### src/rtl/fp_addsub_pipe.sv
// fp_addsub_pipe: IEEE-style floating-point add/subtract (flush-to-zero), W = 1+EXP_W+MAN_W.
// Latency 3 cycles accept-to-result (S1 align, S2 add/LZC, S3 normalise/round/pack), 1 result/cycle.
// Backpressure: in_ready = !out_valid || out_ready; empty stages still advance. FP_ADDSUB_RNE_EN selects RNE, else truncate.
module fp_addsub_pipe #(
  parameter int EXP_W = 8,
  parameter int MAN_W = 23
) (
  input  logic                   clk,
  input  logic                   rst_n,
  input  logic                   in_valid,
  output logic                   in_ready,
  input  logic                   op_sub,
  input  logic [EXP_W+MAN_W:0]   a,
  input  logic [EXP_W+MAN_W:0]   b,
  output logic                   out_valid,
  input  logic                   out_ready,
  output logic [EXP_W+MAN_W:0]   result,
  output logic [3:0]             flags
);
  localparam int W   = 1 + EXP_W + MAN_W;
  localparam int SW  = MAN_W + 4;          // hidden + fraction + guard/round/sticky
  localparam int LZW = $clog2(SW + 2);
  localparam int XW  = EXP_W + 8;          // signed headroom for exponent adjust
  localparam logic [EXP_W-1:0] EMAX = '1;
  localparam logic [W-1:0] QNAN = {1'b0, EMAX, 1'b1, {(MAN_W-1){1'b0}}};

  // Stage handshake: a stage may load when the stage after it moves or when it is empty
  logic v1_q, v2_q, v3_q, en1, en2, en3;
  assign en3       = !v3_q || out_ready;
  assign en2       = en3 || !v2_q;
  assign en1       = en2 || !v1_q;
  assign in_ready  = en3;
  assign out_valid = v3_q;

  // ---------------- S1: unpack / classify / compare / swap / align ----------------
  logic [EXP_W-1:0] ea, eb, e_big, e_sml, diff;
  logic [MAN_W-1:0] fa, fb;
  logic [MAN_W:0]   sig_a, sig_b, sig_big, sig_sml;
  logic             sa, sb, a_nan, b_nan, a_snan, b_snan, a_inf, b_inf, swap, sign_d;
  logic [2*SW-1:0]  wide;
  logic [SW-1:0]    al_d;
  logic             spec_d, sinv_d;
  logic [W-1:0]     sres_d;

  assign ea     = a[W-2:MAN_W];
  assign eb     = b[W-2:MAN_W];
  assign fa     = a[MAN_W-1:0];
  assign fb     = b[MAN_W-1:0];
  assign sa     = a[W-1];
  assign sb     = b[W-1] ^ op_sub;
  assign a_nan  = (ea == EMAX) && (fa != '0);
  assign b_nan  = (eb == EMAX) && (fb != '0);
  assign a_snan = a_nan && !fa[MAN_W-1];
  assign b_snan = b_nan && !fb[MAN_W-1];
  assign a_inf  = (ea == EMAX) && (fa == '0);
  assign b_inf  = (eb == EMAX) && (fb == '0);
  // Subnormals (exponent 0) become zero significands
  assign sig_a  = (ea != '0) ? {1'b1, fa} : '0;
  assign sig_b  = (eb != '0) ? {1'b1, fb} : '0;
  // Order by full magnitude so the larger operand fixes exponent and sign
  assign swap    = {eb, sig_b} > {ea, sig_a};
  assign e_big   = swap ? eb : ea;
  assign e_sml   = swap ? ea : eb;
  assign sig_big = swap ? sig_b : sig_a;
  assign sig_sml = swap ? sig_a : sig_b;
  assign sign_d  = swap ? sb : sa;
  assign diff    = e_big - e_sml;
  // Low half of the wide shift holds the bits that fall off; they fold into sticky
  assign wide    = {sig_sml, 3'b000, {SW{1'b0}}} >> diff;
  assign al_d    = (int'(diff) >= SW - 1) ? {{(SW-1){1'b0}}, |sig_sml}
                 : (wide[2*SW-1:SW] | {{(SW-1){1'b0}}, |wide[SW-1:0]});

  // NaN / infinity results bypass the arithmetic path
  always_comb begin
    spec_d = 1'b1;
    sinv_d = 1'b0;
    sres_d = QNAN;
    if (a_nan || b_nan)                    sinv_d = a_snan || b_snan;
    else if (a_inf && b_inf && (sa != sb)) sinv_d = 1'b1;
    else if (a_inf)                        sres_d = {sa, EMAX, {MAN_W{1'b0}}};
    else if (b_inf)                        sres_d = {sb, EMAX, {MAN_W{1'b0}}};
    else                                   spec_d = 1'b0;
  end

  logic             sign1_q, zsign1_q, sub1_q, spec1_q, sinv1_q;
  logic [EXP_W-1:0] exp1_q;
  logic [SW-1:0]    big1_q, sml1_q;
  logic [W-1:0]     sres1_q;

  // ---------------- S2: add / subtract and leading-zero count ----------------
  logic [SW:0]      sum_d;
  logic [LZW-1:0]   lz_d;

  // Magnitudes are ordered, so the difference never goes negative
  always_comb begin
    sum_d = sub1_q ? ({1'b0, big1_q} - {1'b0, sml1_q}) : ({1'b0, big1_q} + {1'b0, sml1_q});
    lz_d  = LZW'(SW + 1);
    for (int i = 0; i <= SW; i++) begin
      if (sum_d[i]) lz_d = LZW'(SW - i);
    end
  end

  logic             sign2_q, zsign2_q, spec2_q, sinv2_q;
  logic [EXP_W-1:0] exp2_q;
  logic [SW:0]      sum2_q;
  logic [LZW-1:0]   lz2_q;
  logic [W-1:0]     sres2_q;

  // ---------------- S3: normalise / round / pack ----------------
  logic [SW-1:0]    norm;
  logic [XW-1:0]    exp_n, exp_r;
  logic [MAN_W+1:0] rnd;
  logic [MAN_W-1:0] frac;
  logic             inexact, inc;
  logic [W-1:0]     res_d;
  logic [3:0]       flg_d;

  // Carry-out shifts right one place; cancellation shifts left by the leading-zero count
  always_comb begin
    if (sum2_q[SW]) begin
      norm  = {sum2_q[SW:2], sum2_q[1] | sum2_q[0]};
      exp_n = {{(XW-EXP_W){1'b0}}, exp2_q} + XW'(1);
    end else begin
      norm  = sum2_q[SW-1:0] << (lz2_q - LZW'(1));
      exp_n = {{(XW-EXP_W){1'b0}}, exp2_q} - {{(XW-LZW){1'b0}}, lz2_q} + XW'(1);
    end
    inexact = norm[2] | norm[1] | norm[0];
`ifdef FP_ADDSUB_RNE_EN
    inc = norm[2] & (norm[1] | norm[0] | norm[3]);
`else
    inc = 1'b0;
`endif
    rnd = {1'b0, norm[SW-1:3]} + {{(MAN_W+1){1'b0}}, inc};
    if (rnd[MAN_W+1]) begin
      exp_r = exp_n + XW'(1);
      frac  = rnd[MAN_W:1];
    end else begin
      exp_r = exp_n;
      frac  = rnd[MAN_W-1:0];
    end
    if (spec2_q) begin
      res_d = sres2_q;
      flg_d = {sinv2_q, 3'b000};
    end else if (sum2_q == '0) begin
      res_d = {zsign2_q, {(W-1){1'b0}}};
      flg_d = 4'b0000;
    end else if (!exp_r[XW-1] && (exp_r >= {{(XW-EXP_W){1'b0}}, EMAX})) begin
      res_d = {sign2_q, EMAX, {MAN_W{1'b0}}};
      flg_d = 4'b0101;
    end else if (exp_r[XW-1] || (exp_r == '0)) begin
      res_d = {sign2_q, {(W-1){1'b0}}};
      flg_d = 4'b0011;
    end else begin
      res_d = {sign2_q, exp_r[EXP_W-1:0], frac};
      flg_d = {3'b000, inexact};
    end
  end

  logic [W-1:0] result_q;
  logic [3:0]   flags_q;
  assign result = result_q;
  assign flags  = flags_q;

  // Valid bits and output register; output holds while out_valid && !out_ready
  always_ff @(posedge clk) begin
    if (!rst_n) begin
      v1_q     <= 1'b0;
      v2_q     <= 1'b0;
      v3_q     <= 1'b0;
      result_q <= '0;
      flags_q  <= '0;
    end else begin
      if (en1) v1_q <= in_valid && in_ready;
      if (en2) v2_q <= v1_q;
      if (en3) begin
        v3_q <= v2_q;
        if (v2_q) begin
          result_q <= res_d;
          flags_q  <= flg_d;
        end
      end
    end
  end

  // Datapath stage registers; contents only matter while the matching valid bit is set
  always_ff @(posedge clk) begin
    if (en1) begin
      sign1_q  <= sign_d;
      zsign1_q <= sa & sb;
      sub1_q   <= sa ^ sb;
      exp1_q   <= e_big;
      big1_q   <= {sig_big, 3'b000};
      sml1_q   <= al_d;
      spec1_q  <= spec_d;
      sinv1_q  <= sinv_d;
      sres1_q  <= sres_d;
    end
    if (en2) begin
      sign2_q  <= sign1_q;
      zsign2_q <= zsign1_q;
      exp2_q   <= exp1_q;
      sum2_q   <= sum_d;
      lz2_q    <= lz_d;
      spec2_q  <= spec1_q;
      sinv2_q  <= sinv1_q;
      sres2_q  <= sres1_q;
    end
  end
endmodule
### config.mk
export PLATFORM = sky130hd
export DESIGN_NAME = fp_addsub_pipe
export DESIGN_NICKNAME = d
export VERILOG_FILES = /design/src/rtl/fp_addsub_pipe.sv
export SDC_FILE = /design/constraint.sdc
export NUM_CORES = 1
export LEC_CHECK = 0
export BUFFER_PORTS_ARGS = -buffer_cell sky130_fd_sc_hd__buf_2
export CAP_MARGIN = 20
export CORE_AREA = 2 2 169 171
export CTS_CLUSTER_SIZE = 12
export DETAILED_ROUTE_END_ITERATION = 12
export DIE_AREA = 0 0 171 173
export PLACE_DENSITY = 0.7
export SYNTH_ARGS = -nofsm -noshare
export SYNTH_HDL_FRONTEND = slang
export SYNTH_SLANG_ARGS = --single-unit
### constraint.sdc
create_clock -name clk -period 9.15 [get_ports clk]
set_clock_uncertainty 0.2 [all_clocks]
set_input_delay 2.745 -clock clk [delete_from_list [all_inputs] [get_ports clk]]
set_output_delay 2.745 -clock clk [all_outputs]
set_load 0.02 [all_outputs]
## Word level (Yosys, flattened, before mapping)

Index checks and enable logic that the tools add are counted.

- Bits in registers: 212
- Bits of input ports: 69
- Output and inout bits: 38
- Logic and storage cells: 140

- Add/subtract/negate cells: 7
- Magnitude comparators: 3
- Equality and inequality tests: 3
- Shift-type cells: 2
- Mux-type cells: 51
- Bitwise logic cells: 7
- Reduce and logical (&&, ||, !) cells: 39

Operators by type and width:

| operator | number |
|---|---|
| 32-bit two-way mux | 4 |
| 24-bit two-way mux | 4 |
| 31-bit two-way mux | 2 |
| 5-bit two-way mux | 11 |
| 54-bit by 8-bit >> shifter with 54-bit output | 1 |
| 23-bit zero test | 2 |
| 23-bit nonzero test | 2 |
| 4-bit two-way mux | 9 |
| 32-bit greater-than comparator | 1 |
| 27-bit by 27-bit adder with 28-bit output | 1 |
| 28-bit zero test | 1 |
| 28-bit two-way mux | 1 |
| 27-bit by 27-bit subtractor with 28-bit output | 1 |
| 27-bit by 1-bit OR with 27-bit output | 1 |
| 27-bit OR reduction | 1 |
| 27-bit by 5-bit << shifter with 26-bit output | 1 |
| 26-bit two-way mux | 1 |
| 24-bit OR reduction | 1 |
| 3-bit two-way mux | 7 |
| 8-bit equality test (second input constant) | 2 |
| 16-bit by 8-bit >= comparator with 1-bit output (second input constant) | 1 |
| 16-bit zero test | 1 |
| 16-bit two-way mux | 1 |
| 8-bit two-way mux | 2 |
| 22 further kinds | 53 |

## Longest topological paths before layout

Gate-level depths: netlist of run 1.

- Depth in word-level cells: 29
- Depth in mapped cells: 27

## Worst setup path before layout of run 1

Ideal clock, no wire load.

- Kind: input to register
- From: in b[27]
- To: reg sml1_q[0] (data pin)
- Data arrival time: 8.458 ns
- Slack: 0.229 ns
- Cell stages on the path: 25
- Buffers on the path: 3
- Path through: nor4_1 -> nand2_1 -> clkbuf_1 -> nand2_1 -> inv_1 -> ha_1 -> nand4_1 -> nor4_4 -> nand3_2 -> or4_4 -> o21a_4 -> o22ai_1 -> inv_1 -> ha_1 -> or2_2 -> or3_1 -> o2111a_1 -> or2_1 -> buf_6 -> buf_6 -> mux2i_1 -> mux4_2 -> a2111oi_0 -> a21oi_1 -> o41a_1

- Word-level cells in the longest chain between the ends: 9

Ends and longest elaborated chain:

| element | RTL line | text |
|---|---|---|
| start, declared | 14 | `input logic [EXP_W+MAN_W:0] b,` |
| 8-bit nonzero test | 59 | `assign sig_b = (eb != '0) ? {1'b1, fb} : '0;` |
| 24-bit two-way mux | 59 |  |
| 32-bit greater-than comparator | 61 | `assign swap = {eb, sig_b} > {ea, sig_a};` |
| 8-bit two-way mux (on tied branches) | 62, 63 |  |
| 8-bit subtractor | 67 | `assign diff = e_big - e_sml;` |
| 54-bit by 8-bit >> shifter with 54-bit output | 69 | `assign wide = {sig_sml, 3'b000, {SW{1'b0}}} >> diff;` |
| 27-bit OR reduction | 71 | `: (wide[2*SW-1:SW] \| {{(SW-1){1'b0}}, \|wide[SW-1:0]});` |
| 27-bit by 1-bit OR with 27-bit output | 71 |  |
| 1-bit two-way mux * | 70 | `assign al_d = (int'(diff) >= SW - 1) ? {{(SW-1){1'b0}}, \|sig_sml}` |
| net al_d[0] | 41 | `logic [SW-1:0] al_d;` |
| end signal, assigned | 193 | `sml1_q <= al_d;` |
| end, declared | 87 | `logic [SW-1:0] big1_q, sml1_q;` |

The timed path passes the listed nets; every way through them passes the cells marked *.
A chain may end at the register's enable or synchronous reset.

## Final worst setup path of run 1

Ends and elaborated chain as after synthesis.

==> metrics.txt, run 1 <==
status complete, no violations; CTS buffer count 17; post_cts resized 0; Vias/cell about 6; Synth Cell Area roughly 14000 µm²; crit path kind primary input to flop; final worst slack between 0.3 and 0.4 ns; Max Cap Viol 0; CP endpoint kind flop; Critical Path AT just under 9 ns; largest net degree at the start of global routing 68; Core Rows 61; total grt overflow 0; Mapped Nets between 1.5k and 2k; Critical Path Fanout Max 19; share of the yosys chip area belonging to registers 0.306; simple-gate area share of the yosys netlist 0.192; Post-Synth Adder-Cell Area 0.0873; multi-input logic area roughly 8700 µm²; Slew Viols, Final 0; Compound-Gate Fraction of Synth Area 0.209; worst vdd ir 0.129 mV; Top FF cell, synth edfxtp_1; Final Util 0.572; Routed WL around 40000 µm; PortBufs roughly 110; height of the die roughly 170 µm; DP HPWL slightly above 30000 µm; gpl congestion around 0.96; Layout Nets between 1.5k and 2k; Max stage delay on crit path approximately 0.57 ns; number of diodes 0; layout cells sized above 1 0.186; antenna-violating nets left 0; Setup Buffers After CTS 0; post-layout minimum cycle time roughly 8.8 ns; Setup crit start kind primary input; Synth Instances around 1.6k; Avg Inst Size Synth between 8 and 9 µm²; Final setup viols 0; largest area contributor in the netlist edfxtp_1; antenna violations before repair 0; post-synth top area share 0.249; Post-synth EDFFs ~110; RSZ-0062 raised after global routing no; first-pass GRT wire length between 60000 and 70000 µm; clk root buf clkbuf_16; Worst Reg-to-Reg Cells 16; vias in the first global route ~12k; setup tns final 0 ns; Layout area overhead 16.0%; Clock Path Buffers 2; WL per Instance approximately 18 µm; initial drt markers between 800 and 900; hold depth 0; Sequential Area roughly 4200 µm²; Netlist cell types slightly below 90; Leak approximately 6.7 nW; htree depth 4; Max Clock Freq 113 MHz; pre-CTS WS -0.0617 ns; PD cells approximately 220 nW/µm²; DRC 0; Hold Buf Count CTS 0; Worst-Skew Late Latency 0.43 ns; Worst Hold Class flop to flop; fillers between 2k and 3k; DR vias roughly 13k; I/O pin total 107; Data required, critical path 9.12 ns; headroom to the max-slew limit 0.361; xor/xnor share of the synthesized area 0.0333; Worst-path clk slew roughly 0.070 ns; Area contributors post-synth edfxtp_1, ha_1, dfxtp_1; Fin. Hold Viols 0; largest family of logic cells by synthesized area compound AO/OA/AOI/OAI gates; placed insts roughly 2.1k; Yosys Warn Count 0; Core Footprint 27600 µm²; CTS Sinks 152; critical path's slowest cell or4_4; worst-margin pin slew 0.959 ns; total die area between 20000 and 30000 µm²; final std cells w/o fill between 2k and 2.5k; Die X approximately 170 µm; Pre-Repair DR Iteration Count 5; CTS tree done; part of the cycle the worst path needs 0.965; Total Routing Usage GR 0.263; mux contribution to synthesized area 0.114; Synth async-reset ratio 0; #FFs+latches synth roughly 150; Starting Density 0.493
path summary, 6_finish.rpt:
kind / startpoint / end / slack (ns)
hold reg to reg: sinv1_q$_DFFE_PP_ / sinv2_q$_DFFE_PP_ / 0.22
setup reg to reg: big1_q[3]$_DFFE_PP_ / lz2_q[4]$_SDFFCE_PP0P_ / 4.26
hold / removal: sinv1_q$_DFFE_PP_ / sinv2_q$_DFFE_PP_ / 0.22
setup / recovery: b[27] / sml1_q[0]$_DFFE_PP_ / 0.32
metrics by stage:
stage / instance area [µm²] / total power, mW / hold WS, ns
2_1_floorplan: 13600 / 2.23 / 0.200
3_3_place_gp: 15200 / 2.76 / 0.205
3_5_place_dp: 15200 / 2.78 / 0.206
4_1_cts: 15800 / 3.49 / 0.220
5_1_grt: 15800 / 3.74 / 0.219
6_report: 15800 / 3.51 / 0.216
cells in the mapped netlist, types with 22 or more instances:
cell type,instances
xnor2_1,26
inv_1,110
xor2_1,24
nand3_1,49
mux2i_1,62
dfxtp_1,39
nor4_1,27
nand2_1,166
a21oi_1,95
o21ai_0,134
nor2b_1,39
a22oi_1,28
nor2_1,106
ha_1,91
mux2_2,22
nor3_1,51
a211oi_1,24
mux4_2,30
edfxtp_1,113
clkbuf_1,62
registers in the layout (all words and copies together) (netlist names):
name and cells:
result 32, exp2_q 8, out_valid 1, v2_q 1, exp1_q 8, sres2_q 2, lz2_q 5, spec1_q 1
sml1_q 27, flags 4, sres1_q 2, sinv2_q 1, sign1_q 1, sinv1_q 1, spec2_q 1, v1_q 1
zsign1_q 1, sign2_q 1, big1_q 24, zsign2_q 1, sum2_q 28, sub1_q 1
layer usage:
layer  global-route usage  vias to the layer above  share of wire
met5                    0                        -              0
met4                0.106                        0          0.037
met3               0.0380                       93          0.059
met2                0.443                      481           0.48
met1                0.337                     6004           0.42
li1                     -                     6172              -
layout by cell type, fill, tap and decap left out, types with 5 or more instances in the layout:
cell         n
a211oi_1    24
a21boi_0    11
a21o_1      13
a21oi_1     95
a22o_1      12
a22oi_1     28
a31oi_1     17
and2_1      13
and3_1       8
buf_2      106
buf_4      104
clkbuf_16   21
dfxtp_1     39
edfxtp_1   113
ha_1        91
inv_1      111
mux2_2      22
mux2i_1     62
mux4_2      30
nand2_1    165
nand2b_1    15
nand3_1     48
nand4_1     17
nor2_1     106
nor2b_1     39
nor3_1      51
nor4_1      27
o211ai_1    12
o21a_1       9
o21ai_0    134
o21bai_1    13
o22ai_1      9
o31ai_1     13
o41ai_1      5
or2_2        7
or3_1       14
xnor2_1     26
xor2_1      23
layout make-up:
type / count / share of cell area
inverters: 113 / 0.0268
clock inverters: 10 / 0.00483
repair buffers: 215 / 0.0898
multi-input cells: 1240 / 0.551
well taps: 378 / 0.0299
clock buffers: 22 / 0.0335
flip-flops and latches: 152 / 0.264
critical path, delay by kind of cell:
kind	cells	cell delay (ns)
multiplexers	2	0.76
adder cells (fa/ha/maj)	2	0.47
AND/OR/NAND/NOR	10	2.68
AO/OA/AOI/OAI	6	1.55
buffers and inverters	5	0.58
power breakdown:
part / switching (mW) / total, mW / internal, mW
registers: 0.113 / 0.985 / 0.872
logic: 1.05 / 1.81 / 0.766
clock network: 0.291 / 0.707 / 0.416
total: 1.45 / 3.51 / 2.05
logic make-up after synthesis:
group / after synthesis
buffers and inverters: 194
xor gates and xnor gates: 51
AOI/OAI and AO/OA: 444
and+or+nand+nor: 536
muxes: 115
DFF: 152
adders and majority gates: 94
Note: power is estimated with default switching activity, not from simulation.
==> inputs of run 2 (changes only) <==
- CELL_PAD_IN_SITES_DETAIL_PLACEMENT: unset -> 1
- CELL_PAD_IN_SITES_GLOBAL_PLACEMENT: unset -> 1
- CORE_AREA: 2 2 169 171 -> 2 2 182 184
- DIE_AREA: 0 0 171 173 -> 0 0 184 186
- PLACE_DENSITY: 0.7 -> unset
- PLACE_DENSITY_LB_ADDON: unset -> 0.1
==> metrics.txt, run 2 (synthesis results as in run 1) <==
Final Util 0.483 (-0.0890); commonest non-fill, non-tap cells in the layout nand2_1, o21ai_0, edfxtp_1; largest net degree at the start of global routing 68 (unchanged); crit path kind primary input to flop; commonest non-fill, non-tap cell in the layout nand2_1; number of flip-flops in the largest register 32 (unchanged); initial drt markers 719 (-17%); post-layout minimum cycle time 8.68 ns (-0.153 ns); Max stage delay on crit path 0.52 ns (-0.05 ns); multi-input logic area 8720 µm² (+0.13%); Pint 2.01 mW (-1.9%); Leak 6.52 nW (-2.9%); WL per Instance 21.6 µm (+18%); Core Rows 66 (+8.2%); DRC 0 (unchanged); CP endpoint kind flop; height of the die 186 µm (+7.5%); Layout area overhead 14.2%; Design Power 3.57 mW (+2.0%); clk root buf clkbuf_16; post_cts resized 0 (unchanged); PD cells 230 nW/µm² (+3.6%); critical path's slowest cell mux4_2; Data required, critical path 9.14 ns (+0.02 ns); clock share of power 0.205 (+0.003); Max Clock Freq 115 MHz (+1.8%); Vias/cell 6.01 (+0.42%); antenna violations before repair 0 (unchanged); Critical Path AT 8.66 ns (-0.14 ns); Hold Buf Count CTS 0 (unchanged); total grt overflow 0 (unchanged); CTS tree done; Routed WL 45900 µm (+17%); CTS buffer count 17 (unchanged); Slew Viols, Final 0 (unchanged); Die X 184 µm (+7.6%); Max Cap Viol 0 (unchanged); htree depth 4 (unchanged); Critical Path Fanout Max 26 (+7); Pre-Repair DR Iteration Count 5 (unchanged); part of the cycle the worst path needs 0.948 (-0.0167); Worst-Skew Late Latency 0.44 ns (about the same); fillers 3845 (+49%); Critical path buffers and inverters 6 (+1); register share of total power 0.280 (about the same); Fin. Hold Viols 0 (unchanged); status complete, no violations; I/O pin total 107 (unchanged); Gate power share 0.515 (-0.003); DR vias 12.7k (-0.0078%); switching power 1.56 mW (+7.4%); Sequential Area 4170 µm² (unchanged); gpl congestion 0.969 (+1.3%); switching share of power 0.436 (+0.0222); first-pass GRT wire length 72600 µm (+17%); vias in the first global route 13.0k (+8.0%); number of diodes 0 (unchanged); Clock Path Buffers 2 (unchanged); headroom to the max-slew limit 0.336 (-0.0246); Starting Density 0.423 (-0.0701); DP HPWL 36900 µm (+18%); Crit path max-delay family simple AND/OR/NAND/NOR gates; Worst-path clk slew 0.07 ns (about the same); worst vdd ir 0.151 mV (+17%); Worst Hold Class flop to flop; antenna-violating nets left 0 (unchanged); Setup crit start kind primary input; total die area 34200 µm² (+16%); worst-margin pin slew 0.996 ns (+0.0368 ns); Total Routing Usage GR 0.275 (+0.0126); layout cells sized above 1 0.170 (-0.0162); Core Footprint 32200 µm² (+17%); Setup Buffers After CTS 0 (unchanged); Final setup viols 0 (unchanged); Layout Nets 1862 (-2.1%); PortBufs 106 (unchanged); RSZ-0062 raised after global routing no; CTS Sinks 152 (unchanged)
run 2: cell types whose count changed in the layout (fill, tap and decap cells not counted), sizes merged:
cell      delta
buf         -39
clkbuf       -3
clkinvlp     -1
inv          +1
bufinv       +1
clkinv       +2
run 2: area by class of cell:
class / count / share of cell area
flip-flops and latches: 152 / 0.268
repair buffers: 176 / 0.0711
well taps: 408 / 0.0328
clock inverters: 13 / 0.00941
multi-input cells: 1240 / 0.561
inverters: 113 / 0.0273
clock buffers: 19 / 0.0306
run 2: through the flow:
step | hold WS [ns] | setup TNS [ns] | instance area [µm²] | setup WS (ns) | std cells
2_1_floorplan | 0.200 | 0 | 13600 | 0.229 | 1586
3_3_place_gp | 0.202 | 0 | 14900 | 0.104 | 2088
3_5_place_dp | 0.208 | -0.0744 | 14900 | -0.0744 | 2088
4_1_cts | 0.213 | 0 | 15500 | 0.388 | 2120
5_1_grt | 0.213 | 0 | 15600 | 0.0343 | 2121
6_report | 0.210 | 0 | 15600 | 0.473 | 2121
run 2: path summary, 6_finish.rpt:
| path | to | from | cells after the start | slack (ns) |
|---|---|---|---|---|
| max reg2reg | lz2_q[4]$_SDFFCE_PP0P_ | big1_q[3]$_DFFE_PP_ | 16 | 4.11 |
| max | sml1_q[0]$_DFFE_PP_ | b[27] | 26 | 0.47 |
| min | sres2_q[31]$_DFFE_PP_ | sres1_q[31]$_SDFFCE_PP0P_ | 0 | 0.21 |
| min reg2reg | sres2_q[31]$_DFFE_PP_ | sres1_q[31]$_SDFFCE_PP0P_ | 0 | 0.21 |
run 2: power by group through the flow:
stage               Combinational (mW)  Sequential (mW)  Clock [mW]
finish                            1.84             1.00       0.734
global route                      2.02             1.01       0.779
CTS                               1.84            0.998       0.746
detailed placement                1.83             1.01           0
global placement                  1.80             1.01           0
floorplan                         1.26            0.970           0
run 2: routing by layer:
metal,share of wire,GRT usage
met1,0.43,0.337
met2,0.50,0.499
met3,0.037,0.0370
met4,0.027,0.0918
met5,0,0
==> inputs of run 3 (changes only) <==
- ABC_CLOCK_PERIOD_IN_PS: unset -> 9150
- BUFFER_PORTS_ARGS: -buffer_cell sky130_fd_sc_hd__buf_2 -> -buffer_cell sky130_fd_sc_hd__clkbuf_2
- GPL_ROUTABILITY_DRIVEN: unset -> 0
==> metrics.txt, run 3 (synthesis results as in run 1) <==
status complete, no violations; min-delay src zsign1_q$_DFFE_PP_; total grt overflow 0 (unchanged); worst-margin pin slew 1.03 ns (+0.0359 ns); first-pass GRT wire length 72700 µm (+0.23%); total die area 34200 µm² (unchanged); Leak 6.44 nW (-1.1%); CTS Sinks 152 (unchanged); Fin. Hold Viols 0 (unchanged); Setup crit start kind primary input; CTS buffer count 17 (unchanged); CP endpoint kind flop; RSZ-0062 raised after global routing no; final instance area 15400 µm² (-0.72%); Layout Nets 1856 (-0.32%); number of flip-flops in the largest register 32 (unchanged); WHS Endpoint zsign2_q$_DFFE_PP_; FF-to-FF Start big1_q[3]$_DFFE_PP_; PD cells 227 nW/µm² (-1.2%); Core Footprint 32200 µm² (unchanged); layout cells sized above 1 0.166 (-0.00409); PortBufs 106 (unchanged); WL per Instance 21.5 µm (-0.44%); Final Util 0.480 (-0.00346); initial drt markers 836 (+16%); Clock Path Buffers 2 (unchanged); commonest non-fill, non-tap cell in the layout nand2_1; Total Routing Usage GR 0.274 (-0.00149); Hold Buf Count CTS 0 (unchanged); part of the cycle the worst path needs 0.954 (+0.00596); Critical Path Fanout Max 15 (-42%); Core Rows 66 (unchanged); Worst-path clk slew 0.06 ns (about the same); largest net degree at the start of global routing 68 (unchanged); Worst Reg-to-Reg Cells 16 (unchanged); height of the die 186 µm (unchanged); headroom to the max-slew limit 0.305 (-0.0312); Starting Density 0.423 (unchanged); Routed WL 45600 µm (-0.72%); DP HPWL 36600 µm (-0.69%); hold depth 0 (unchanged); Layout area overhead 13.4%; Design Power 3.51 mW (-1.9%); Die X 184 µm (unchanged); Slew Viols, Final 0 (unchanged); post-layout minimum cycle time 8.73 ns (+0.0545 ns); Vias/cell 6.00 (-0.14%); DP Area 14800 µm² (-0.40%); antenna-violating nets left 0 (unchanged); FF-to-FF End lz2_q[4]$_SDFFCE_PP0P_; Max Clock Freq 115 MHz (-0.62%); fillers 3850 (+0.13%); post-route worst hold slack 0.221 ns (+0.0105 ns); commonest non-fill, non-tap cells in the layout nand2_1, o21ai_0, edfxtp_1; Data required, critical path 9.15 ns (about the same); DRC 0 (unchanged); number of diodes 0 (unchanged); I/O pin total 107 (unchanged); worst vdd ir 0.148 mV (-1.8%); vias in the first global route 13.1k (+0.71%); antenna violations before repair 0 (unchanged); htree depth 4 (unchanged); Final setup viols 0 (unchanged); clk root buf clkbuf_16; setup tns final 0 ns (unchanged); Worst Hold Class flop to flop; Critical Path AT 8.73 ns (+0.07 ns); DR vias 12.7k (-0.42%); Worst-Skew Late Latency 0.45 ns (about the same); CTS tree done; crit path kind primary input to flop; Max Cap Viol 0 (unchanged); setup slack, reg-to-reg 4.16 ns (+0.05 ns); Pre-Repair DR Iteration Count 5 (unchanged)
-- run 3: changes by cell type in the layout (fill, tap and decap cells not counted), sizes merged --
cell	delta
bufinv	-1
clkbuf	+107
buf	-112
-- run 3: worst max-delay path by stage --
stage,from,end,slack (ns),cells past startpoint
CTS,b[27],sml1_q[0]$_DFFE_PP_,0.30,27
floorplan,b[27],sml1_q[0]$_DFFE_PP_,0.23,25
global placement,b[27],sml1_q[0]$_DFFE_PP_,-0.02,27
global route,b[23],sml1_q[0]$_DFFE_PP_,0.08,28
finish,b[27],sml1_q[0]$_DFFE_PP_,0.42,27
detailed placement,b[27],sml1_q[0]$_DFFE_PP_,-0.18,27
-- run 3: stage by stage --
stage | worst slack (ns) | std cells
2_1_floorplan | 0.229 | 1586
5_1_grt | 0.0816 | 2115
3_3_place_gp | -0.0164 | 2080
3_5_place_dp | -0.183 | 2080
4_1_cts | 0.296 | 2112
6_report | 0.419 | 2115
-- run 3: repair_timing --
item | in CTS | in global routing
buffers inserted | 0 | 2
endpoints found under the setup margin | 0 | 1
gates resized for setup | 0 | 3
-- run 3: report_power, final --
| part | total, mW | leakage [nW] | switching (mW) | internal [mW] |
|---|---|---|---|---|
| sequential | 0.999 | 1.57 | 0.127 | 0.872 |
| combinational | 1.83 | 4.59 | 1.11 | 0.720 |
| clock | 0.675 | 0.285 | 0.302 | 0.373 |
-- run 3: cell type report --
| class | instances | area [µm²] | area share |
|---|---|---|---|
| tap | 408 | 510 | 0.0330 |
| clock buffer | 20 | 468 | 0.0303 |
| inverter | 113 | 424 | 0.0275 |
| clock inverter | 12 | 87.6 | 0.00567 |
| timing repair buffer | 170 | 1060 | 0.0687 |
| sequential | 152 | 4170 | 0.270 |
| multi-input combinational | 1240 | 8720 | 0.565 |
-- run 3: per-layer routing --
layer | vias up | wire length (µm) | track usage
li1 | 6083 | - | -
met2 | 317 | 22600 | 0.486
met1 | 6225 | 19700 | 0.334
met3 | 70 | 1590 | 0.0346
met4 | 0 | 1670 | 0.119
met5 | - | 0 | 0
-- run 3: worst max-delay path, cell delays in order --
cell	delay, ns
clkbuf_2	0.10
nor4_2	0.36
nand2_1	0.24
buf_4	0.22
nand2_1	0.12
inv_1	0.06
ha_1	0.29
nand4_1	0.15
nor4_4	0.29
nand3_2	0.11
or4_4	0.56
o21a_4	0.14
o22ai_1	0.21
inv_1	0.07
ha_1	0.19
or2_2	0.30
or3_1	0.32
o2111a_1	0.18
or2_1	0.27
buf_12	0.16
mux2i_1	0.18
mux2_2	0.30
a21oi_1	0.20
nand2_1	0.09
a2111oi_2	0.33
a21oi_1	0.13
o41a_1	0.42
